[config.mk]
export PLATFORM = sky130hd
export DESIGN_NAME = mem_phase_ctrl_flat
export DESIGN_NICKNAME = d
export VERILOG_FILES = /design/src/rtl/mem_phase_ctrl_pkg.sv /design/src/rtl/mem_phase_ctrl_if.sv /design/src/rtl/mem_align_chk.sv /design/src/rtl/mem_phase_ctrl.sv /design/src/flat_wrapper.sv
export SDC_FILE = /design/constraint.sdc
export NUM_CORES = 1
export LEC_CHECK = 0
export ABC_CLOCK_PERIOD_IN_PS = 1300
export BUFFER_PORTS_ARGS = -buffer_cell sky130_fd_sc_hd__buf_2
export CORE_MARGIN = 10
export CORE_UTILIZATION = 35
export CTS_BUF_LIST = sky130_fd_sc_hd__clkbuf_4
export CTS_CLUSTER_SIZE = 20
export DETAILED_ROUTE_END_ITERATION = 10
export PLACE_DENSITY = 0.78
export SLEW_MARGIN = 40
export SYNTH_ARGS = -nofsm -noshare
export SYNTH_HDL_FRONTEND = slang
export SYNTH_SLANG_ARGS = --single-unit
[constraint.sdc]
create_clock -name clk -period 1.3 [get_ports clk]
set_clock_uncertainty 0.1 [all_clocks]
set_input_delay 0.065 -clock clk [delete_from_list [all_inputs] [get_ports clk]]
set_output_delay 0.065 -clock clk [all_outputs]
set_load 0.01 [all_outputs]
[src/rtl/mem_phase_ctrl_pkg.sv]
// Shared types and constants for the fetch/data phase sequencer.
//   phase_e   : sequencer phase encoding (FETCH, DATA, HALT)
//   F3_*      : memory access size/sign codes carried on funct3
//   NOP_INSTR : instruction register contents after reset (add x0,x0,x0)
package mem_phase_ctrl_pkg;

  typedef enum logic [1:0] {
    PH_FETCH = 2'd0,
    PH_DATA  = 2'd1,
    PH_HALT  = 2'd2
  } phase_e;

  localparam logic [2:0] F3_B  = 3'b000;
  localparam logic [2:0] F3_H  = 3'b001;
  localparam logic [2:0] F3_W  = 3'b010;
  localparam logic [2:0] F3_BU = 3'b100;
  localparam logic [2:0] F3_HU = 3'b101;

  localparam logic [31:0] NOP_INSTR = 32'h0000_0033;

endpackage

[src/rtl/mem_phase_ctrl_if.sv]
// Bus between the phase sequencer and the unified byte-addressed memory.
//   s_clk           : phase select, 1 = instruction fetch, 0 = data access
//   mem_addr        : byte address
//   mem_read        : load strobe
//   mem_write       : store strobe (commits on the edge ending the cycle)
//   mem_funct3      : access size/sign
//   mem_wdata       : store data
//   mem_instruction : instruction word returned by memory
//   mem_data_out    : load data returned by memory
// master = sequencer side, slave = memory side.
interface mem_phase_ctrl_if #(
  parameter int unsigned ADDR_W = 8
);

  logic              s_clk;
  logic [ADDR_W-1:0] mem_addr;
  logic              mem_read;
  logic              mem_write;
  logic [2:0]        mem_funct3;
  logic [31:0]       mem_wdata;
  logic [31:0]       mem_instruction;
  logic [31:0]       mem_data_out;

  modport master (
    output s_clk, mem_addr, mem_read, mem_write, mem_funct3, mem_wdata,
    input  mem_instruction, mem_data_out
  );

  modport slave (
    input  s_clk, mem_addr, mem_read, mem_write, mem_funct3, mem_wdata,
    output mem_instruction, mem_data_out
  );

endinterface

[src/rtl/mem_align_chk.sv]
// Combinational natural-alignment check for a data access.
//   en         : a data phase is active
//   rd, wr     : load / store requested
//   size       : funct3[1:0] (00 byte, 01 half, 10 word)
//   addr_lo    : low two bits of the byte address
//   misaligned : access requested and address not aligned to its size
module mem_align_chk
  import mem_phase_ctrl_pkg::*;
(
  input  logic       en,
  input  logic       rd,
  input  logic       wr,
  input  logic [1:0] size,
  input  logic [1:0] addr_lo,
  output logic       misaligned
);

  logic bad_addr;

  // Bytes never misalign; size code 11 is not a legal access and is let through.
  always_comb begin
    bad_addr = 1'b0;
    if (size == F3_W[1:0]) begin
      bad_addr = (addr_lo != 2'b00);
    end else if (size == F3_H[1:0]) begin
      bad_addr = addr_lo[0];
    end
  end

  assign misaligned = en & (rd | wr) & bad_addr;

endmodule

[src/rtl/mem_phase_ctrl.sv]
// Two-phase sequencer between the core datapath and unified memory.
// Each instruction takes a FETCH cycle (IR loaded from memory at pc) and a
// DATA cycle (load/store on behalf of the core, PC advance). An ecall seen
// in DATA parks the sequencer in HALT until reset.
//   clk, rst        : clock, synchronous active-high reset
//   pc              : core PC (only the low ADDR_W bits address memory)
//   halt            : ecall decoded in the current IR
//   core_*          : data access request from the core
//   mem             : memory bus (master side)
//   ir, ir_valid    : latched instruction and its valid flag
//   load_data       : latched load result
//   pc_en           : core PC update enable
//   misaligned      : current DATA access is misaligned (combinational)
//   misalign_err    : sticky misalignment flag
//   halted          : sequencer is in HALT
module mem_phase_ctrl
  import mem_phase_ctrl_pkg::*;
#(
  parameter int unsigned ADDR_W = 8,
  parameter logic [31:0] NOP    = NOP_INSTR
) (
  input  logic              clk,
  input  logic              rst,
  input  logic [31:0]       pc,
  input  logic              halt,
  input  logic              core_mem_read,
  input  logic              core_mem_write,
  input  logic [ADDR_W-1:0] core_addr,
  input  logic [2:0]        core_funct3,
  input  logic [31:0]       core_wdata,
  mem_phase_ctrl_if.master  mem,
  output logic [31:0]       ir,
  output logic              ir_valid,
  output logic [31:0]       load_data,
  output logic              pc_en,
  output logic              misaligned,
  output logic              misalign_err,
  output logic              halted
);

  localparam logic [1:0] ST_FETCH = PH_FETCH;
  localparam logic [1:0] ST_DATA  = PH_DATA;
  localparam logic [1:0] ST_HALT  = PH_HALT;

  logic [1:0]        state;
  logic [1:0]        state_nxt;
  logic              in_data;
  logic              s_clk_c;
  logic [ADDR_W-1:0] addr_c;
  logic              read_c;
  logic              write_c;
  logic [2:0]        funct3_c;
  logic              pc_en_c;

  logic unused_pc_hi;
  assign unused_pc_hi = ^pc[31:ADDR_W];

  assign in_data = (state == ST_DATA);

  mem_align_chk u_align (
    .en         (in_data),
    .rd         (core_mem_read),
    .wr         (core_mem_write),
    .size       (core_funct3[1:0]),
    .addr_lo    (core_addr[1:0]),
    .misaligned (misaligned)
  );

  // State register.
  always_ff @(posedge clk) begin
    if (rst) begin
      state <= ST_FETCH;
    end else begin
      state <= state_nxt;
    end
  end

  // Next state and per-phase memory/core controls.
  always_comb begin
    state_nxt = state;
    s_clk_c   = 1'b0;
    addr_c    = core_addr;
    read_c    = 1'b0;
    write_c   = 1'b0;
    funct3_c  = core_funct3;
    pc_en_c   = 1'b0;
    case (state)
      ST_FETCH: begin
        s_clk_c   = 1'b1;
        addr_c    = pc[ADDR_W-1:0];
        funct3_c  = F3_W;
        state_nxt = ST_DATA;
      end
      ST_DATA: begin
        // Store wins over a simultaneous load; reset drops a pending store.
        read_c    = core_mem_read & ~core_mem_write & ~misaligned;
        write_c   = core_mem_write & ~misaligned & ~rst;
        pc_en_c   = ~halt & ~rst;
        state_nxt = halt ? ST_HALT : ST_FETCH;
      end
      ST_HALT: begin
        state_nxt = ST_HALT;
      end
      default: begin
        state_nxt = ST_FETCH;
      end
    endcase
  end

  // Instruction, load and status registers.
  always_ff @(posedge clk) begin
    if (rst) begin
      ir           <= NOP;
      ir_valid     <= 1'b0;
      load_data    <= 32'h0;
      misalign_err <= 1'b0;
      halted       <= 1'b0;
    end else begin
      if (state == ST_FETCH) begin
        ir       <= mem.mem_instruction;
        ir_valid <= 1'b1;
      end
      if (read_c) begin
        load_data <= mem.mem_data_out;
      end
      if (misaligned) begin
        misalign_err <= 1'b1;
      end
      halted <= (state_nxt == ST_HALT);
    end
  end

  assign mem.s_clk      = s_clk_c;
  assign mem.mem_addr   = addr_c;
  assign mem.mem_read   = read_c;
  assign mem.mem_write  = write_c;
  assign mem.mem_funct3 = funct3_c;
  assign mem.mem_wdata  = core_wdata;
  assign pc_en          = pc_en_c;

endmodule
[src/flat_wrapper.sv]
// flat-port wrapper written by rule: the top's interface ports become plain ports
module mem_phase_ctrl_flat import mem_phase_ctrl_pkg::*;
#(
  parameter int unsigned ADDR_W = 8,
  parameter logic [31:0] NOP    = NOP_INSTR
)
  (clk, rst, pc, halt, core_mem_read, core_mem_write, core_addr, core_funct3, core_wdata, ir, ir_valid, load_data, pc_en, misaligned, misalign_err, halted, mem_s_clk, mem_mem_addr, mem_mem_read, mem_mem_write, mem_mem_funct3, mem_mem_wdata, mem_mem_instruction, mem_mem_data_out);
  mem_phase_ctrl_if #(.ADDR_W(ADDR_W)) mem_i ();
  input  logic clk;
  input  logic rst;
  input  logic [31:0] pc;
  input  logic halt;
  input  logic core_mem_read;
  input  logic core_mem_write;
  input  logic [ADDR_W-1:0] core_addr;
  input  logic [2:0] core_funct3;
  input  logic [31:0] core_wdata;
  output logic [31:0] ir;
  output logic ir_valid;
  output logic [31:0] load_data;
  output logic pc_en;
  output logic misaligned;
  output logic misalign_err;
  output logic halted;
  output wire logic [$bits(mem_i.s_clk)-1:0] mem_s_clk;
  output wire logic [$bits(mem_i.mem_addr)-1:0] mem_mem_addr;
  output wire logic [$bits(mem_i.mem_read)-1:0] mem_mem_read;
  output wire logic [$bits(mem_i.mem_write)-1:0] mem_mem_write;
  output wire logic [$bits(mem_i.mem_funct3)-1:0] mem_mem_funct3;
  output wire logic [$bits(mem_i.mem_wdata)-1:0] mem_mem_wdata;
  input wire logic [$bits(mem_i.mem_instruction)-1:0] mem_mem_instruction;
  input wire logic [$bits(mem_i.mem_data_out)-1:0] mem_mem_data_out;
  assign mem_s_clk = mem_i.s_clk;
  assign mem_mem_addr = mem_i.mem_addr;
  assign mem_mem_read = mem_i.mem_read;
  assign mem_mem_write = mem_i.mem_write;
  assign mem_mem_funct3 = mem_i.mem_funct3;
  assign mem_mem_wdata = mem_i.mem_wdata;
  assign mem_i.mem_instruction = mem_mem_instruction;
  assign mem_i.mem_data_out = mem_mem_data_out;
  mem_phase_ctrl #(.ADDR_W(ADDR_W), .NOP(NOP)) u_core (.clk(clk), .rst(rst), .pc(pc), .halt(halt), .core_mem_read(core_mem_read), .core_mem_write(core_mem_write), .core_addr(core_addr), .core_funct3(core_funct3), .core_wdata(core_wdata), .mem(mem_i), .ir(ir), .ir_valid(ir_valid), .load_data(load_data), .pc_en(pc_en), .misaligned(misaligned), .misalign_err(misalign_err), .halted(halted));
endmodule
==> metrics.md <==
| Metric | Value |
|---|---|
| Tot GR Track Use | 0.2030 |
| Fill cells | roughly 570 |
| CP max FO | 8 |
| HP Start | core_wdata[23] |
| Wire per inst | 19.36 µm |
| YS warnings | 0 |
| Routed vias/inst | roughly 4.8 |
| Kind of critical path | reg2reg |
| Count of standard-cell rows | 32 |
| Most frequent CP cell | buf_12 |
| Post-synth cell types | 25 |
| Core Area | 7807 µm² |
| Total CTS buffers | 9 |
| Total power | slightly above 5000 µW |
| Critical path, cell by cell | buf_4, and4bb_1, o211ai_4, buf_12, buf_12, clkinv_16, nand2_4, a21oi_2 |
| Antenna violations before repair | 1 |
| Post-synthesis xor/xnor area fraction | 0 |
| Via Count | 3,380 |
| Drt pass-1 iters | 4 |
| Final setup margin | -0.3564 ns |
| Post-Synth Simple-Gate Area | 0.2451 |
| Fmax | roughly 600 MHz |
| Hold Vio Cnt, Final | 0 |
| Max-slew headroom | 0.7699 |
| Syn nets | 509 |
| Reg2reg end | u_core.load_data[7]$_SDFFE_PP0P_ |
| R2r setup slk | -0.36 ns |
| Hold EP | mem_mem_wdata[23] |
| Run status | complete, but fails checks |
| Violated checks | negative setup slack |
| Final TNS setup | -15.93 ns |
| H-tree depth | 3 |
| Peak VDD IR | around 740 µV |
| GR Overflow Total | 0 |
| Pwr dens | 941.6 nW/µm² |
| IO Pins | 259 |
| # clock sinks | 69 |
| Post-route design area | 5434 µm² |
| Max Transition Viols Final | 0 |
| Number of port buffers | 170 |
| Worst-skew pair later-pin latency | 0.39 ns |
| Largest family of logic cells by synthesized area | simple AND/OR/NAND/NOR gates |
| Ranking of synthesized cells by area | dfxtp_1, nand2_1, a21oi_1, buf_4, nand3b_1 |
| Most frequent cells in the layout | buf_2, nand2_1, dlygate4sd3_1 |
| Most common cell after layout, fill and taps aside | buf_2 |
| Post-synthesis mux area share | 0 |
| Seq/Total Area, Yosys | 0.4876 |
| CTS clk-pin slew, worst paths | roughly 0.11 ns |
| Mean post-synth cell area | 7.761 µm² |
| Synth Area in Compound Gates | 0.1307 |
| Critical Path End Type | register |
| Longest Clk Path Bufs | 2 |
| Static leakage | 0.002675 µW |
| CP Launch Type | register |
| Hpwl dp | around 7100 µm |
| Crit path arrival time | 1.88 ns |
| Crit share post-route | 1.274 |
| Clk root buf | clkbuf_4 |
| Syn-to-layout area delta | 91.83% |
| Area of placed instances | 3563 µm² |
| Max incr delay on CP | approximately 0.34 ns |
| Die Ht | 110.0 µm |
| Die area | 12,090 µm² |
| Starting Density | 0.3628 |
| Layout cells sized above 1 | 0.5537 |
| Critical path required time | 1.52 ns |
| Synthesized area | 2833 µm² |
| Utilization after layout | 0.6960 |
| CTS tree | yes |
| WHS Path Cells | 0 |
| Area leader, netlist | dfxtp_1 |
| Adder-cell share of the synthesized area | 0 |
| ANT nets after route | 0 |
| Hold Path Class | in2out |
| First DRT Iteration DRCs | 139 |
| Register-to-Register Path Depth | 8 |
| Vias in the first global route | 3,648 |
| Crit path time final | 1.656 ns |
| Largest net degree at the start of global routing | 38 |
| Post-Synthesis Cells | 365 |
| Worst Tran Pin Value | 0.3416 ns |
| Area share of the largest cell type after synthesis | 0.4876 |
| Die Width | 110.0 µm |
| Max cap viols | 0 |
| Final hold slack | 0.03000 ns |
| Remaining DRCs | 0 |
| RSZ-0062 raised after global routing | yes |
| R2R Path Start | u_core.state[1]$_SDFF_PP0_ |
| Post-layout net count | approximately 740 |
| Slowest stage cell, crit path | dfxtp_2 |
| Endpoints failing setup | 80 |
| Yosys reg bits | 69 |
| Final wirelength | roughly 14,000 µm |
| GPL Wtd Cong | around 0.77 |
| First-pass GRT wire length | 19,080 µm |
## metal layers
metal	GRT usage	up-vias	share of wire
met5	0	-	0
met4	0.08643	0	0.024
met3	0.09187	32	0.11
met2	0.3793	167	0.55
met1	0.1847	1599	0.32
li1	-	1582	-
## power by group
part,total (µW),switching [µW],internal [µW]
clock,1340,706,632
sequential,2310,70.7,2240
combinational,1470,724,746
## sequential cells by signal, summed over array words and instances (netlist names)
signal               cells
u_core.state             2
u_core.load_data        32
u_core.misalign_err      1
u_core.ir_valid          1
u_core.ir               32
u_core.halted            1
## synth_stat cells
cell / count
a21oi_1: 61
and4bb_1: 1
dfxtp_1: 69
nand2_1: 153
or2_1: 1
clkbuf_1: 8
o211ai_4: 1
nor4b_1: 1
nor2b_1: 2
buf_2: 7
inv_4: 1
and2_1: 2
inv_2: 1
o21ai_0: 1
inv_1: 1
nand3b_1: 5
buf_1: 1
nor3_1: 1
nor2_1: 5
o211a_1: 1
o21ba_2: 1
nand2b_1: 1
buf_6: 3
buf_4: 36
o21bai_4: 1
## cell type report
type | instances | area (µm²) | share of cell area
Sequential cell | 69 | 1384 | 0.2547
Tap cell | 102 | 127.6 | 0.02349
Inverter | 3 | 23.77 | 0.004375
Multi-Input combinational cell | 238 | 1664 | 0.3062
Antenna cell | 1 | 2.502 | 0.0004605
Timing Repair Buffer | 269 | 2044 | 0.3762
Timing Repair inverter | 2 | 60.06 | 0.01105
Clock buffer | 12 | 90.09 | 0.01658
Clock inverter | 3 | 37.54 | 0.006908
## metrics by stage
stage	instances	worst slack, ns
after floorplan	365	0.02292
after global placement	592	-0.06977
after global routing	699	-0.4209
after detailed placement	592	-0.1392
final	699	-0.3564
after CTS	694	-0.3435
## cells by family (layout without fill, tap and decap cells)
family / after synthesis / after routing
simple gates: 172 / 172
flops: 69 / 69
compound gates: 66 / 66
buf+inv: 58 / 289
other cells: 0 / 1
## timing repair
item,in CTS,in global routing
gates resized for setup,107,97
buffers inserted,12,5
endpoints found under the setup margin,52,80
hold buffers,68,1
hold endpoints to repair,67,1
cloned,7,3
pin swaps,54,45
## worst max-delay path: cells and delay by family (launching register included)
family                 cells  cell delay [ns]
buffers and inverters      4             0.54
DFF                        1             0.34
and+or+nand+nor            2             0.34
AOI/OAI and AO/OA          2             0.26
## worst max path at each step
stage | start | endpoint | slack (ns) | depth (start not counted)
final | u_core.state[1]$_SDFF_PP0_ | u_core.load_data[7]$_SDFFE_PP0P_ | -0.36 | 8
after global routing | u_core.state[0]$_SDFF_PP0_ | mem_mem_addr[6] | -0.42 | 6
after CTS | u_core.state[0]$_SDFF_PP0_ | mem_mem_addr[5] | -0.34 | 5
after floorplan | u_core.state[1]$_SDFF_PP0_ | mem_mem_addr[0] | 0.02 | 6
after detailed placement | u_core.state[1]$_SDFF_PP0_ | u_core.load_data[19]$_SDFFE_PP0P_ | -0.14 | 5
after global placement | u_core.state[1]$_SDFF_PP0_ | u_core.load_data[21]$_SDFFE_PP0P_ | -0.07 | 5
Note: power is estimated with default switching activity, not from simulation.
